===== config.mk =====
export PLATFORM = sky130hd
export DESIGN_NAME = board_state_ctrl
export DESIGN_NICKNAME = d
export VERILOG_FILES = /design/src/rtl/board_state_ctrl.sv
export SDC_FILE = /design/constraint.sdc
export NUM_CORES = 1
export LEC_CHECK = 0
export ABC_AREA = 0
export BUFFER_PORTS_ARGS = -buffer_cell sky130_fd_sc_hd__buf_2
export CAP_MARGIN = 20
export CORE_UTILIZATION = 52
export DETAILED_ROUTE_END_ITERATION = 8
export GPL_TIMING_DRIVEN = 0
export PLACE_DENSITY_LB_ADDON = 0.05
export SYNTH_ARGS = -nofsm -noshare
export SYNTH_HDL_FRONTEND = slang
export SYNTH_SLANG_ARGS = --single-unit

===== constraint.sdc =====
create_clock -name clk -period 2.75 [get_ports clk]
set_input_delay 0 -clock clk [delete_from_list [all_inputs] [get_ports clk]]
set_output_delay 0 -clock clk [all_outputs]
set_load 0.1 [all_outputs]

===== src/rtl/board_state_ctrl.sv =====
// Tic-tac-toe board holder: cursor navigation, move placement and result latching.
// Optional one-level undo is built only when BOARD_UNDO_EN is defined.
module board_state_ctrl #(
    parameter logic       START_PLAYER = 1'b0,
    parameter logic [3:0] CURSOR_HOME  = 4'd5
) (
    input  logic       clk,
    input  logic       rst_n,
    input  logic       btn_next,
    input  logic       btn_prev,
    input  logic       btn_place,
    input  logic       btn_undo,
    input  logic       new_game,
    input  logic       win_x,
    input  logic       win_o,
    input  logic       no_space,
    output logic [1:0] pos1,
    output logic [1:0] pos2,
    output logic [1:0] pos3,
    output logic [1:0] pos4,
    output logic [1:0] pos5,
    output logic [1:0] pos6,
    output logic [1:0] pos7,
    output logic [1:0] pos8,
    output logic [1:0] pos9,
    output logic [3:0] cursor,
    output logic       turn,
    output logic [1:0] result,
    output logic       game_over,
    output logic       move_accepted,
    output logic       move_rejected
);

    typedef enum logic [1:0] {
        ST_PLAY  = 2'd0,
        ST_CHECK = 2'd1,
        ST_OVER  = 2'd2
    } state_t;

    function automatic logic [3:0] cursor_inc(input logic [3:0] c);
        if (c >= 4'd9) return 4'd1;
        else           return c + 4'd1;
    endfunction

    function automatic logic [3:0] cursor_dec(input logic [3:0] c);
        if (c <= 4'd1) return 4'd9;
        else           return c - 4'd1;
    endfunction

    state_t           state_r, state_s;
    logic [8:0][1:0]  cells_r, cells_s;
    logic [3:0]       cursor_r, cursor_s;
    logic             turn_r, turn_s;
    logic [1:0]       result_r, result_s;
    logic             game_over_r, game_over_s;
    logic             accepted_r, accepted_s;
    logic             rejected_r, rejected_s;
    logic [3:0]       place_idx_s;
    logic             undo_go_s;

`ifdef BOARD_UNDO_EN
    logic             rec_valid_r, rec_valid_s;
    logic [3:0]       rec_cell_r, rec_cell_s;
    logic             rec_player_r, rec_player_s;
    assign undo_go_s = btn_undo & rec_valid_r;
`else
    assign undo_go_s = btn_undo & 1'b0;
`endif

    assign place_idx_s = cursor_r - 4'd1;

    // Next-state and next-output logic for board, cursor, turn and result
    always_comb begin
        state_s     = state_r;
        cells_s     = cells_r;
        cursor_s    = cursor_r;
        turn_s      = turn_r;
        result_s    = result_r;
        game_over_s = game_over_r;
        accepted_s  = 1'b0;
        rejected_s  = 1'b0;
`ifdef BOARD_UNDO_EN
        rec_valid_s  = rec_valid_r;
        rec_cell_s   = rec_cell_r;
        rec_player_s = rec_player_r;
`endif
        if (new_game) begin
            state_s     = ST_PLAY;
            cells_s     = 18'd0;
            cursor_s    = CURSOR_HOME;
            turn_s      = START_PLAYER;
            result_s    = 2'b00;
            game_over_s = 1'b0;
`ifdef BOARD_UNDO_EN
            rec_valid_s = 1'b0;
`endif
        end else begin
            // Navigation is live in PLAY and CHECK; opposing buttons cancel
            if (state_r != ST_OVER && btn_next && !btn_prev) begin
                cursor_s = cursor_inc(cursor_r);
            end else if (state_r != ST_OVER && btn_prev && !btn_next) begin
                cursor_s = cursor_dec(cursor_r);
            end else begin
                cursor_s = cursor_r;
            end

            case (state_r)
                ST_PLAY: begin
                    if (undo_go_s) begin
`ifdef BOARD_UNDO_EN
                        cells_s[rec_cell_r] = 2'b00;
                        turn_s              = rec_player_r;
                        cursor_s            = rec_cell_r + 4'd1;
                        rec_valid_s         = 1'b0;
`endif
                    end else if (btn_place) begin
                        if (cells_r[place_idx_s] == 2'b00) begin
                            cells_s[place_idx_s] = turn_r ? 2'b10 : 2'b01;
                            turn_s               = ~turn_r;
                            accepted_s           = 1'b1;
                            state_s              = ST_CHECK;
`ifdef BOARD_UNDO_EN
                            rec_valid_s  = 1'b1;
                            rec_cell_s   = place_idx_s;
                            rec_player_s = turn_r;
`endif
                        end else begin
                            rejected_s = 1'b1;
                        end
                    end else begin
                        state_s = ST_PLAY;
                    end
                end
                ST_CHECK: begin
                    // X has priority, and any win outranks a full board
                    if (win_x) begin
                        result_s = 2'b01;
                    end else if (win_o) begin
                        result_s = 2'b10;
                    end else if (no_space) begin
                        result_s = 2'b11;
                    end else begin
                        result_s = 2'b00;
                    end
                    if (win_x || win_o || no_space) begin
                        state_s     = ST_OVER;
                        game_over_s = 1'b1;
                    end else begin
                        state_s = ST_PLAY;
                    end
                end
                ST_OVER: begin
                    state_s = ST_OVER;
                end
                default: begin
                    state_s = ST_PLAY;
                end
            endcase
        end
    end

    // State and output registers with synchronous active-low reset
    always_ff @(posedge clk) begin
        if (!rst_n) begin
            state_r     <= ST_PLAY;
            cells_r     <= 18'd0;
            cursor_r    <= CURSOR_HOME;
            turn_r      <= START_PLAYER;
            result_r    <= 2'b00;
            game_over_r <= 1'b0;
            accepted_r  <= 1'b0;
            rejected_r  <= 1'b0;
`ifdef BOARD_UNDO_EN
            rec_valid_r  <= 1'b0;
            rec_cell_r   <= 4'd0;
            rec_player_r <= 1'b0;
`endif
        end else begin
            state_r     <= state_s;
            cells_r     <= cells_s;
            cursor_r    <= cursor_s;
            turn_r      <= turn_s;
            result_r    <= result_s;
            game_over_r <= game_over_s;
            accepted_r  <= accepted_s;
            rejected_r  <= rejected_s;
`ifdef BOARD_UNDO_EN
            rec_valid_r  <= rec_valid_s;
            rec_cell_r   <= rec_cell_s;
            rec_player_r <= rec_player_s;
`endif
        end
    end

    assign pos1          = cells_r[0];
    assign pos2          = cells_r[1];
    assign pos3          = cells_r[2];
    assign pos4          = cells_r[3];
    assign pos5          = cells_r[4];
    assign pos6          = cells_r[5];
    assign pos7          = cells_r[6];
    assign pos8          = cells_r[7];
    assign pos9          = cells_r[8];
    assign cursor        = cursor_r;
    assign turn          = turn_r;
    assign result        = result_r;
    assign game_over     = game_over_r;
    assign move_accepted = accepted_r;
    assign move_rejected = rejected_r;

endmodule


# [Word level (Yosys, flattened, before mapping)]
# Index checks and enable logic that the tools add are counted.
[word_totals] wordCells=65 register_bits=30 in_bits=10 out_inout_bits=28
[op_classes] add_sub_neg=2 n_bitwise=4 reduce_logical=16 muxes=19 n_lt_le_gt_ge=4 n_eq_ne=4
[ops] cell="$bwmux W18" count=1
[ops] cell="$mux W2" count=9
[ops] cell="$mux W4" count=4
[ops] cell="$bmux W2 S4" count=1
[ops] cell="$demux W2 S4" count=1
[ops] cell="$pmux W2 S3" count=1
[ops] cell="$logic_and A1 B1 Y1" count=5
[ops] cell="$lt A4 B5 Y1 const B" count=1
[ops] cell="$add A4 B1 Y4 const B" count=1
[ops] cell="$ge A4 B1 Y1 const B" count=1
[ops] cell="$ge A4 B4 Y1 const B" count=1
[ops] cell="$le A4 B1 Y1 const B" count=1
[ops] cell="$logic_not A2 Y1" count=2
[ops] cell="$not A1 Y1" count=4
[ops] cell="$reduce_or A4 Y1" count=1
[ops] cell="$sub A4 B1 Y4 const B" count=1
[ops] cell="$ne A3 B3 Y1 const B" count=1
[ops] cell="$reduce_and A3 Y1" count=1
[ops] cell="$eq A2 B1 Y1 const B" count=1
[ops] cell="$eq A2 B2 Y1 const B" count=1
[ops] cell="$logic_not A1 Y1" count=2
[ops] cell="$logic_or A1 B1 Y1" count=2
[ops] cell="$mux W1" count=2
[ops] cell="$ne A2 B2 Y1 const B" count=1
[ops] cell="other kinds (3)" count=3

# [Logic depth before layout (Yosys ltp)]
# Gate-level depths: netlist of run 1.
[depth] depth_word=7 ltp_mapped=9 mapped_depth_nobuf=7

# [Least setup slack after synthesis of run 1]
# Ideal clock, no wire load.
[synth_path] path_kind="register to register" start="register cursor_r[0] (netlist: cursor[0])" end="register cells_r (netlist bit pos9[1])" required_time_ps=2629 synth_period_minus_slack_ps=2849 setup_time_ps=121 t_arrival_ps=2728 slack_ps=-99 stages_incl_launch_ff=10 n_path_buf=2 cell_sequence="dfxtp_1 -> buf_6 -> inv_1 -> ha_1 -> clkbuf_1 -> xnor2_1 -> nand2_1 -> and4b_1 -> mux2i_1 -> nor2_1"
[synth_via] elab_chain_len=6 word_cells_on_any_way=11 cone_classes="1 x add/sub; 2 x order compare; 5 x mux; 3 x reduce/logical"
[synth_rtl] element="start, declared" line="52" text="logic [3:0] cursor_r, cursor_s;"
[synth_rtl] element="start signal, assigned" line="181" text="cursor_r <= cursor_s;"
[synth_rtl] element="$sub A4 B1 Y4 (*)" line="70" text="assign place_idx_s = cursor_r - 4'd1;"
[synth_rtl] element="$lt A4 B5 Y1 (implied by the code) or $ge A4 B1 Y1 (tied branches)" line="118" text="cells_s[place_idx_s] = turn_r ? 2'b10 : 2'b01;"
[synth_rtl] element="$logic_and A1 B1 Y1 (implied by the code)" line="118"
[synth_rtl] element="$mux W2" line="118"
[synth_rtl] element="$demux W2 S4" line="118"
[synth_rtl] element="$bwmux W18" line="118"
[synth_rtl] element="end signal, assigned" line="180" text="cells_r <= cells_s;"
[synth_rtl] element="end, declared" line="51" text="logic [8:0][1:0] cells_r, cells_s;"
# Mark *: on every way between the ends. The rest lies on a longest branch, timed or not. The select of a mux whose other input is x is not followed.
# A chain may end at the register's enable or synchronous reset.

# [Worst setup path in the final report of run 1]
[layout_path] start="register cursor_r[0] (netlist: cursor[0])" end="register cells_r (netlist bit pos9[0])"
# The elaborated chain is that of the path after synthesis.

==> results.cfg, run 1 <==
[run_status]
outcome = complete, but fails checks
violations = design-rule violations

[sta]
worst_pin_slew_ns = 0.5518
post-route-min-period_ns = 2.479
post-route-period-util_pct = 90.14
slew_violations = 0
rsz0062_at_grt = false
fmax_ghz = 0.4034
slew-limit-headroom_pct = 62.95
final-setup-viol-count = 0
fin_tns_setup_ns = 0
clock_skew_ns = 0.005916
hold_viol = 0

[clock_tree]
cts_tree = yes
clock-sinks = 30
ctsHoldBuffers = 1
cts_buffers = 5
clockBufferDepth = 2
cts_resized = 0
path_clk_slew_ns = 0.09
htreeDepth = 2
cts_root_buf = clkbuf_4
cts_setup_buffers = 0
clock_insertion_delay_worst_skew_ns = 0.33

[global_route]
grt_pass1_vias = 1364
groute.usage.overall_pct = 24.37
grt_pass1_wl_um = 5975
antenna_found_initial = 0
grt_max_degree = 11
overflow = 0

[synth]
yosysUniqueCellTypes = 36
synth_ff_type = dfxtp_1
synth-adder-area-share_pct = 4.831
ys_seq_area_share_pct = 38.65
synth_seq_cells = 30
syn_inst = 177
syn_nets = 193
avgSynthCellArea_um2 = 8.780
synth_edf_count = 0
async_flop_share_pct = 0
yosys.area_share.simple_pct = 24.80
yosys_warnings = 0
synth_mux_area_share_pct = 15.14
synth_xor_area_share_pct = 1.691
synth_area_mm2 = 0.001554
synth_top_family_by_area = simple AND/OR/NAND/NOR gates
synth_compound_area_share_pct = 11.11

[final_layout]
final_nets = 237
fill_cells = 247
area_growth_pct = 18.76
antenna_cells = 0
drive_gt1_share_pct = 26.58
stdcell_count = 253

[floorplanning]
initial_core_util_pct = 55.40
die_h_um = 56.67
rows = 19
core_mm2 = 0.002805
die_w_um = 56.67
die-area_mm2 = 0.003211
num_io_pins = 38

[routing]
num_vias = 1401
remaining_drc_errors = 9
detail_route.wl_per_cell_um = 14.38
first_iter_violations = 85
via_per_inst = 5.538
ant_nets = 0
wl_um = 3638
drt_first_pass_iters = 7

[place]
hpwlAfterDp_um = 2678
gp_congestion = 0.9035
io_buffer_count = 36
dp_cells = 244

[setup_path]
cp_max_fo = 8
required_ns = 2.97
cp-start-kind = flip-flop
crit_arrival_ns = 2.70
endpoint_kind = flip-flop
crit_type = flip-flop to flip-flop

[power_and_ir_drop]
ir_drop_v = 0.0002755
leakage_nw = 0.7845
powerDensity_mw_per_mm2 = 491.7

[worst_hold_path]
hold_class = input port to flip-flop

[flow_run]
maxCapViolCount = 0
==> power by group <==
part	switching (W)	leakage, nW	internal [W]
registers	0.00000786	0.243	0.000443
clock network	0.000154	0.0353	0.000124
logic	0.000129	0.507	0.0000498
==> cells by family after synthesis <==
| kind of cell | after synthesis |
|---|---|
| AOI/OAI and AO/OA | 23 |
| xor gates and xnor gates | 3 |
| adders and majority gates | 6 |
| buffers and inverters | 13 |
| DFF | 30 |
| muxes | 21 |
| and+or+nand+nor | 81 |
==> metrics by stage <==
step	power, W	instance area, um2	hold WS [ns]	setup slack (ns)	utilization (%)
detailed placement	0.0006366	1775	0.3469	0.3238	63.29
CTS	0.0009108	1846	0.04977	0.3057	65.79
finish	0.0009074	1846	0.05959	0.2711	65.79
global route	0.0009420	1846	0.09430	0.1361	65.79
floorplan	0.0005985	1556	0.2238	0.2626	-
global placement	0.0006314	1775	0.3411	0.4302	63.29
==> flip-flops by register name, summed over array words and instances, names as in the netlist, 2 cells and up <==
| name | count |
|---|---|
| pos6 | 2 |
| pos9 | 2 |
| pos7 | 2 |
| state_r | 2 |
| pos5 | 2 |
| pos4 | 2 |
| cursor | 4 |
| result | 2 |
| pos3 | 2 |
| pos2 | 2 |
| pos8 | 2 |
| pos1 | 2 |
==> critical path: stages (launching register included) <==
cell,delay (ns)
dfxtp_2,0.40
buf_6,0.16
inv_1,0.10
ha_1,0.21
clkbuf_1,0.20
xnor2_1,0.50
nand2_1,0.18
and4b_1,0.35
mux2i_1,0.21
nor2_1,0.06
==> final timing paths <==
| kind | end | slack, ns | startpoint | depth (start not counted) |
|---|---|---|---|---|
| max | pos9[0] | 0.27 | cursor[0] | 9 |
| min | result[0] | 0.06 | no_space | 5 |
| max reg2reg | pos9[0] | 0.27 | cursor[0] | 9 |
| min reg2reg | game_over | 0.47 | game_over | 2 |
==> per-layer routing <==
layer | part of all wire (%) | vias up | GRT usage (%)
met1 | 44 | 649 | 29.57
met3 | 5.4 | 7 | 6.682
met5 | 0 | - | 0
li1 | - | 690 | -
met4 | 1.9 | 0 | 11.07
met2 | 49 | 55 | 39.97
==> final cells by class <==
class,count,area [um2],share of cell area [%]
multi-input combinational,134,894.6,48.47
sequential,30,603.1,32.68
timing repair buffer,37,190.2,10.31
clock buffer,7,55.05,2.983
tap,31,38.79,2.102
buffer,6,32.53,1.763
inverter,7,26.28,1.424
clock inverter,1,5.005,0.2712
==> placed cells by master (no fill, tap or decap), types with 2 or more instances in the layout <==
cell type,instances
inv_1,7
a211oi_1,2
nor2_1,29
nor2b_1,2
nor3_1,6
nand2b_1,3
mux4_2,2
a21oi_1,4
dfxtp_2,2
dfxtp_1,28
ha_1,6
o31a_1,2
mux2i_1,19
nand2_1,30
nor3b_1,3
xnor2_1,2
a31oi_1,2
clkbuf_4,5
buf_2,38
o211ai_1,2
o21ai_0,5
clkbuf_1,4
==> cell usage after synthesis, drive strengths merged, types with 2 or more instances <==
cell type / instances / share of area [%]
o21ai: 5 / 1.6
a211oi: 2 / 0.97
nor3: 7 / 2.6
a21oi: 4 / 1.3
buf: 3 / 1.4
a31oi: 2 / 0.81
xnor2: 2 / 1.1
clkbuf: 3 / 0.72
o31a: 2 / 1.1
nand2b: 3 / 1.2
mux2i: 19 / 12
nand2: 31 / 7.6
o211ai: 2 / 0.97
nor2b: 2 / 0.81
ha: 6 / 4.8
o31ai: 2 / 1.9
inv: 7 / 1.7
dfxtp: 30 / 39
nor3b: 4 / 2.3
nor2: 29 / 7.0
mux4: 2 / 2.9
Power figures use the tool's default switching activity.
==> run 2: changes to the inputs <==
Settings changed: CORE_ASPECT_RATIO from default to 0.6, CORE_MARGIN from default to 2.
==> run 2 against run 1 <==
  * The flow now finishes without violations
  * Clock-buffer cell count is 1 lower
  * Clock skew is 0.0024 ns lower
  * Sequential share of layout area shrank 0.46 points
  * Hold slack gained 0.0044 ns
  * Non-clock buffer count is 1 lower
  * Fmax grew 3.8%
  * Power is 7.0% higher
  * Routed wire length rose by 1.2%
  * Clock power grew 23%
  * Combinational power hardly changed
  * Utilization shrank 0.18 points
==> results.cfg, run 2 (synthesis results as in run 1) <==
[sta]
clock_skew_ns = 0.003539
post-route-min-period_ns = 2.388
worst_pin_slew_ns = 0.5281
slew-limit-headroom_pct = 64.79
fin_tns_setup_ns = 0
setup_ws_ns = 0.3616
rsz0062_at_grt = false
holdWs_ns = 0.06396
slew_violations = 0
fmax_ghz = 0.4187
hold_viol = 0
final-setup-viol-count = 0
post-route-period-util_pct = 86.85

[routing]
via_per_inst = 5.268
wl_um = 3682
num_vias = 1375
ant_nets = 0
first_iter_violations = 108
detail_route.wl_per_cell_um = 14.11
drt_first_pass_iters = 4
remaining_drc_errors = 0

[final_layout]
antenna_cells = 0
largest_register_ffs = 4
layout_common_cells = 38 x buf_2, 30 x nand2_1, 29 x nor2_1
drive_gt1_share_pct = 26.48
final_common_cell = buf_2
final_nets = 236
area_growth_pct = 20.45
post-route-util_pct = 65.61
finalInstanceArea_mm2 = 0.001872

[clock_tree]
clockBufferDepth = 2
cts_resized = 0
cts_tree = yes
ctsHoldBuffers = 0
clock-sinks = 30
htreeDepth = 2
path_clk_slew_ns = 0.06
cts_setup_buffers = 0
cts_buffers = 5
cts_root_buf = clkbuf_8
clock_insertion_delay_worst_skew_ns = 0.28

[setup_path]
crit_path_start = cursor[0]
cp_max_fo = 8
crit_arrival_ns = 2.55
cp-start-kind = flip-flop
required_ns = 2.91
endpoint_kind = flip-flop
crit_type = flip-flop to flip-flop
rr_startpoint = cursor[0]

[floorplanning]
rows = 15
core_mm2 = 0.002853
num_io_pins = 38
die_h_um = 46.35
die-area_mm2 = 0.003456
initial_core_util_pct = 54.47
die_w_um = 74.58

[power_and_ir_drop]
leakage_nw = 0.7881
ir_drop_v = 0.0002750
powerDensity_mw_per_mm2 = 518.6

[global_route]
grt_pass1_wl_um = 5954
overflow = 0
grt_max_degree = 11
groute.usage.overall_pct = 23.90
grt_pass1_vias = 1288
antenna_found_initial = 0

[place]
place_ws_ns = 0.3657
hpwlAfterDp_um = 2800
postPlaceCellArea_mm2 = 0.001789
gp_congestion = 0.8403
io_buffer_count = 36

[worst_hold_path]
hold_class = input port to flip-flop
worstHoldStart = win_x

[flow_run]
maxCapViolCount = 0

[run_status]
outcome = finished clean
[run 2: cell count changes in the layout (fill, tap and decap cells not counted)]
cell           delta
clkbuf_1          -1
clkbuf_4          -5
clkbuf_8          +5
clkinv_2          -1
dlygate4sd3_1     -1
[run 2: worst max-delay path, cell delays in order (launching register included)]
cell	delay [ns]
dfxtp_2	0.39
buf_6	0.16
inv_1	0.11
ha_1	0.21
clkbuf_1	0.20
xnor2_1	0.46
nand2_1	0.15
and4b_1	0.34
mux2i_1	0.20
nor2_1	0.06
[run 2: final timing paths]
kind	endpoint	slack (ns)	cells after the start
worst max-delay path	pos9[0]	0.36	9
worst min-delay path	result[1]	0.06	4
worst max register to register	pos9[0]	0.36	9
worst min register to register	game_over	0.47	2
[run 2: metal layers]
layer / part of all wire, % / vias to the layer above / global-route usage [%]
met1: 48 / 636 / 31.52
met4: 1.1 / 0 / 8.929
met3: 7.7 / 5 / 6.783
met5: 0 / - / 0
met2: 43 / 44 / 37.70
li1: - / 690 / -
[run 2: cell type report]
cell class,instances,area (um2)
Timing Repair Buffer,36,180.2
Fill cell,264,980.9
Tap cell,42,52.55
Sequential cell,30,603.1
Clock buffer,6,82.58
Buffer,6,32.53
Multi-Input combinational cell,134,894.6
Inverter,7,26.28
[run 2: power by group]
| part | switching [W] | leakage [nW] | internal, W | total [W] |
|---|---|---|---|---|
| Sequential | 0.00000834 | 0.243 | 0.000444 | 0.000452 |
| Combinational | 0.000127 | 0.502 | 0.0000490 | 0.000176 |
| Clock | 0.000150 | 0.0431 | 0.000192 | 0.000342 |
[run 2: metrics by stage]
step	total power [W]	std cells
after CTS	0.0009747	261
after global placement	0.0006328	255
after floorplan	0.0005985	177
after detailed placement	0.0006364	255
final	0.0009707	261
after global routing	0.001008	261
==> run 3: changes to the inputs <==
Settings changed: ABC_AREA 0 to 1, BUFFER_PORTS_ARGS -buffer_cell sky130_fd_sc_hd__buf_2 to default, CORE_UTILIZATION 52 to 60, DONT_BUFFER_PORTS from default to 1, SLEW_MARGIN from default to 40.
==> run 3 against run 2 <==
  * Flip-flop and latch count unchanged
  * Routed wire length rose by 8.6%
  * Fmax fell by 2.8%
  * Die area decreased by 4.9%
  * Largest power group unchanged
  * Largest cell class unchanged
  * Via count grew 16%
  * Area after synthesis rose by 9.3%
  * Non-clock buffer count decreased by 27
  * Register-to-register slack worse by 0.07 ns
  * Global-route usage grew 3.2 points
  * Highest routed layer unchanged
  * Clock skew rose by 0.0018 ns
  * Synthesized cell count grew 40%
  * Combinational power is 7% higher
==> results.cfg, run 3 <==
[final_layout]
area_growth_pct = 14.14
layout_common_cells = 62 x nand2_1, 39 x inv_1, 31 x nor2_1
post-route-util_pct = 74.81
stdcell_count = 294
final_common_cell = nand2_1
final_nets = 277
drive_gt1_share_pct = 23.66
antenna_cells = 0
largest_register_ffs = 4

[setup_path]
required_ns = 2.93
cp_max_fo = 10
crit_path_start = cursor[0]
cp-endpoint = pos7[0]
ff2ff_path_depth = 11
rr_startpoint = cursor[0]
cp-start-kind = flip-flop
crit_arrival_ns = 2.64
crit_type = flip-flop to flip-flop
r2r_end = pos7[0]
endpoint_kind = flip-flop
rrSetupSlack_ns = 0.29

[power_and_ir_drop]
leakage_nw = 0.8530
ir_drop_v = 0.0004856
powerDensity_mw_per_mm2 = 555.0
power_w = 0.001076

[synth]
avgSynthCellArea_um2 = 6.879
async_flop_share_pct = 0
yosysUniqueCellTypes = 25
syn_inst = 247
synth_ff_type = dfxtp_1
yosysMostFrequentCell = nand2_1
synth_largest_area_cell = dfxtp_1
synth_seq_cells = 30
synth_area_mm2 = 0.001699
synth_area_leaders = dfxtp_1 35%, nand2_1 14%, inv_1 8.6%
ys_seq_area_share_pct = 35.35
synth_edf_count = 0
syn_nets = 263
synth_common_cells = 62 x nand2_1, 39 x inv_1, 31 x nor2_1, 30 x dfxtp_1, 15 x a21oi_1
yosys_warnings = 0
synth_top_area_share_pct = 35.35

[floorplanning]
die-area_mm2 = 0.003287
die_h_um = 45.22
die_w_um = 72.70
num_io_pins = 38
rows = 14
initial_core_util_pct = 65.54
core_mm2 = 0.002592

[sta]
final-setup-viol-count = 0
slew-limit-headroom_pct = 56.27
clock_skew_ns = 0.005366
rsz0062_at_grt = false
post-route-min-period_ns = 2.458
fin_tns_setup_ns = 0
fmax_ghz = 0.4068
slew_violations = 0
post-route-period-util_pct = 89.39
hold_viol = 0
worst_pin_slew_ns = 0.6560

[routing]
via_per_inst = 5.425
first_iter_violations = 138
num_vias = 1595
ant_nets = 0
drt_first_pass_iters = 4
remaining_drc_errors = 0
detail_route.wl_per_cell_um = 13.60
wl_um = 3998

[clock_tree]
path_clk_slew_ns = 0.07
htreeDepth = 2
clockBufferDepth = 2
cts_tree = yes
clock_insertion_delay_worst_skew_ns = 0.28
cts_buffers = 5
cts_root_buf = clkbuf_8
clock-sinks = 30

[global_route]
overflow = 0
groute.usage.overall_pct = 27.06
grt_max_degree = 11
antenna_found_initial = 0
grt_pass1_wl_um = 6617
grt_pass1_vias = 1441

[flow_run]
maxCapViolCount = 0

[place]
dp_cells = 279
hpwlAfterDp_um = 2793
io_buffer_count = 0
gp_congestion = 0.9494

[run_status]
outcome = finished clean

[worst_hold_path]
worstHoldStart = no_space
hold_class = input port to flip-flop
-- run 3: cell count changes in the layout (fill, tap and decap cells not counted), moves of 19 or more --
cell and delta:
mux2i_1 -19, dfxtp_1 -26, buf_2 -35, inv_1 +32, nand2_1 +32, dfxtp_2 +26
-- run 3: cell families after synthesis --
family,count (synthesis),synth area share (%)
adders and majority gates,6,4.418
and+or+nand+nor,132,37.11
buffers and inverters,48,12.30
DFF,30,35.35
xor gates and xnor gates,2,1.473
AOI/OAI and AO/OA,29,9.352
-- run 3: what timing repair did --
action	CTS	global route
gates resized for setup	0	0
endpoints found under the hold margin	7	0
hold buffers	7	0
setup buffers	0	0
-- run 3: worst min-delay path by stage --
stage / endpoint / slack [ns] / cells past startpoint
after global routing: result[1] / 0.04 / 3
after floorplan: result[0] / 0.14 / 2
after global placement: result[0] / 0.16 / 2
final: result[1] / 0.008 / 3
after CTS: result[1] / 0.007 / 3
after detailed placement: result[0] / 0.16 / 2
-- run 3: metrics by stage --
step | instance area, um2 | hold WS, ns | worst slack [ns]
finish | 1939 | 0.007681 | 0.2918
global placement | 1739 | 0.1628 | -0.08393
floorplan | 1699 | 0.1446 | 0.1635
CTS | 1939 | 0.007126 | 0.2941
global route | 1939 | 0.03875 | 0.1428
detailed placement | 1774 | 0.1590 | 0.3202
-- run 3: layout make-up --
| class | count | area (um2) |
|---|---|---|
| multi-input cells | 169 | 889.6 |
| clock buffers | 6 | 82.58 |
| fillers | 210 | 653.1 |
| plain buffers | 8 | 56.30 |
| inverters | 40 | 152.6 |
| clock inverters | 2 | 12.51 |
| well taps | 32 | 40.04 |
| flip-flops and latches | 30 | 635.6 |
| repair buffers | 7 | 70.07 |
-- run 3: report_power, final --
group,total [W],internal [W],switching (W)
Combinational,0.000188,0.0000653,0.000123
Clock,0.000371,0.000201,0.000170
Sequential,0.000517,0.000446,0.0000718
Total,0.00108,0.000712,0.000365
-- run 3: critical path, stage by stage (launching register included) --
cell and delay (ns):
dfxtp_2 0.73, buf_6 0.23, inv_4 0.07, ha_1 0.28, xor2_2 0.21, nor2_2 0.20
nand2_2 0.08, nand3_4 0.10, buf_6 0.18, nand4_1 0.13, nand2_1 0.09, nor2_1 0.04
-- run 3: metal layers --
metal,up-vias,GRT usage [%],share of wire [%]
met5,-,0,0
met4,0,10.00,1.4
met3,9,8.705,9.1
met2,63,37.82,41
met1,715,38.85,49
li1,808,-,-
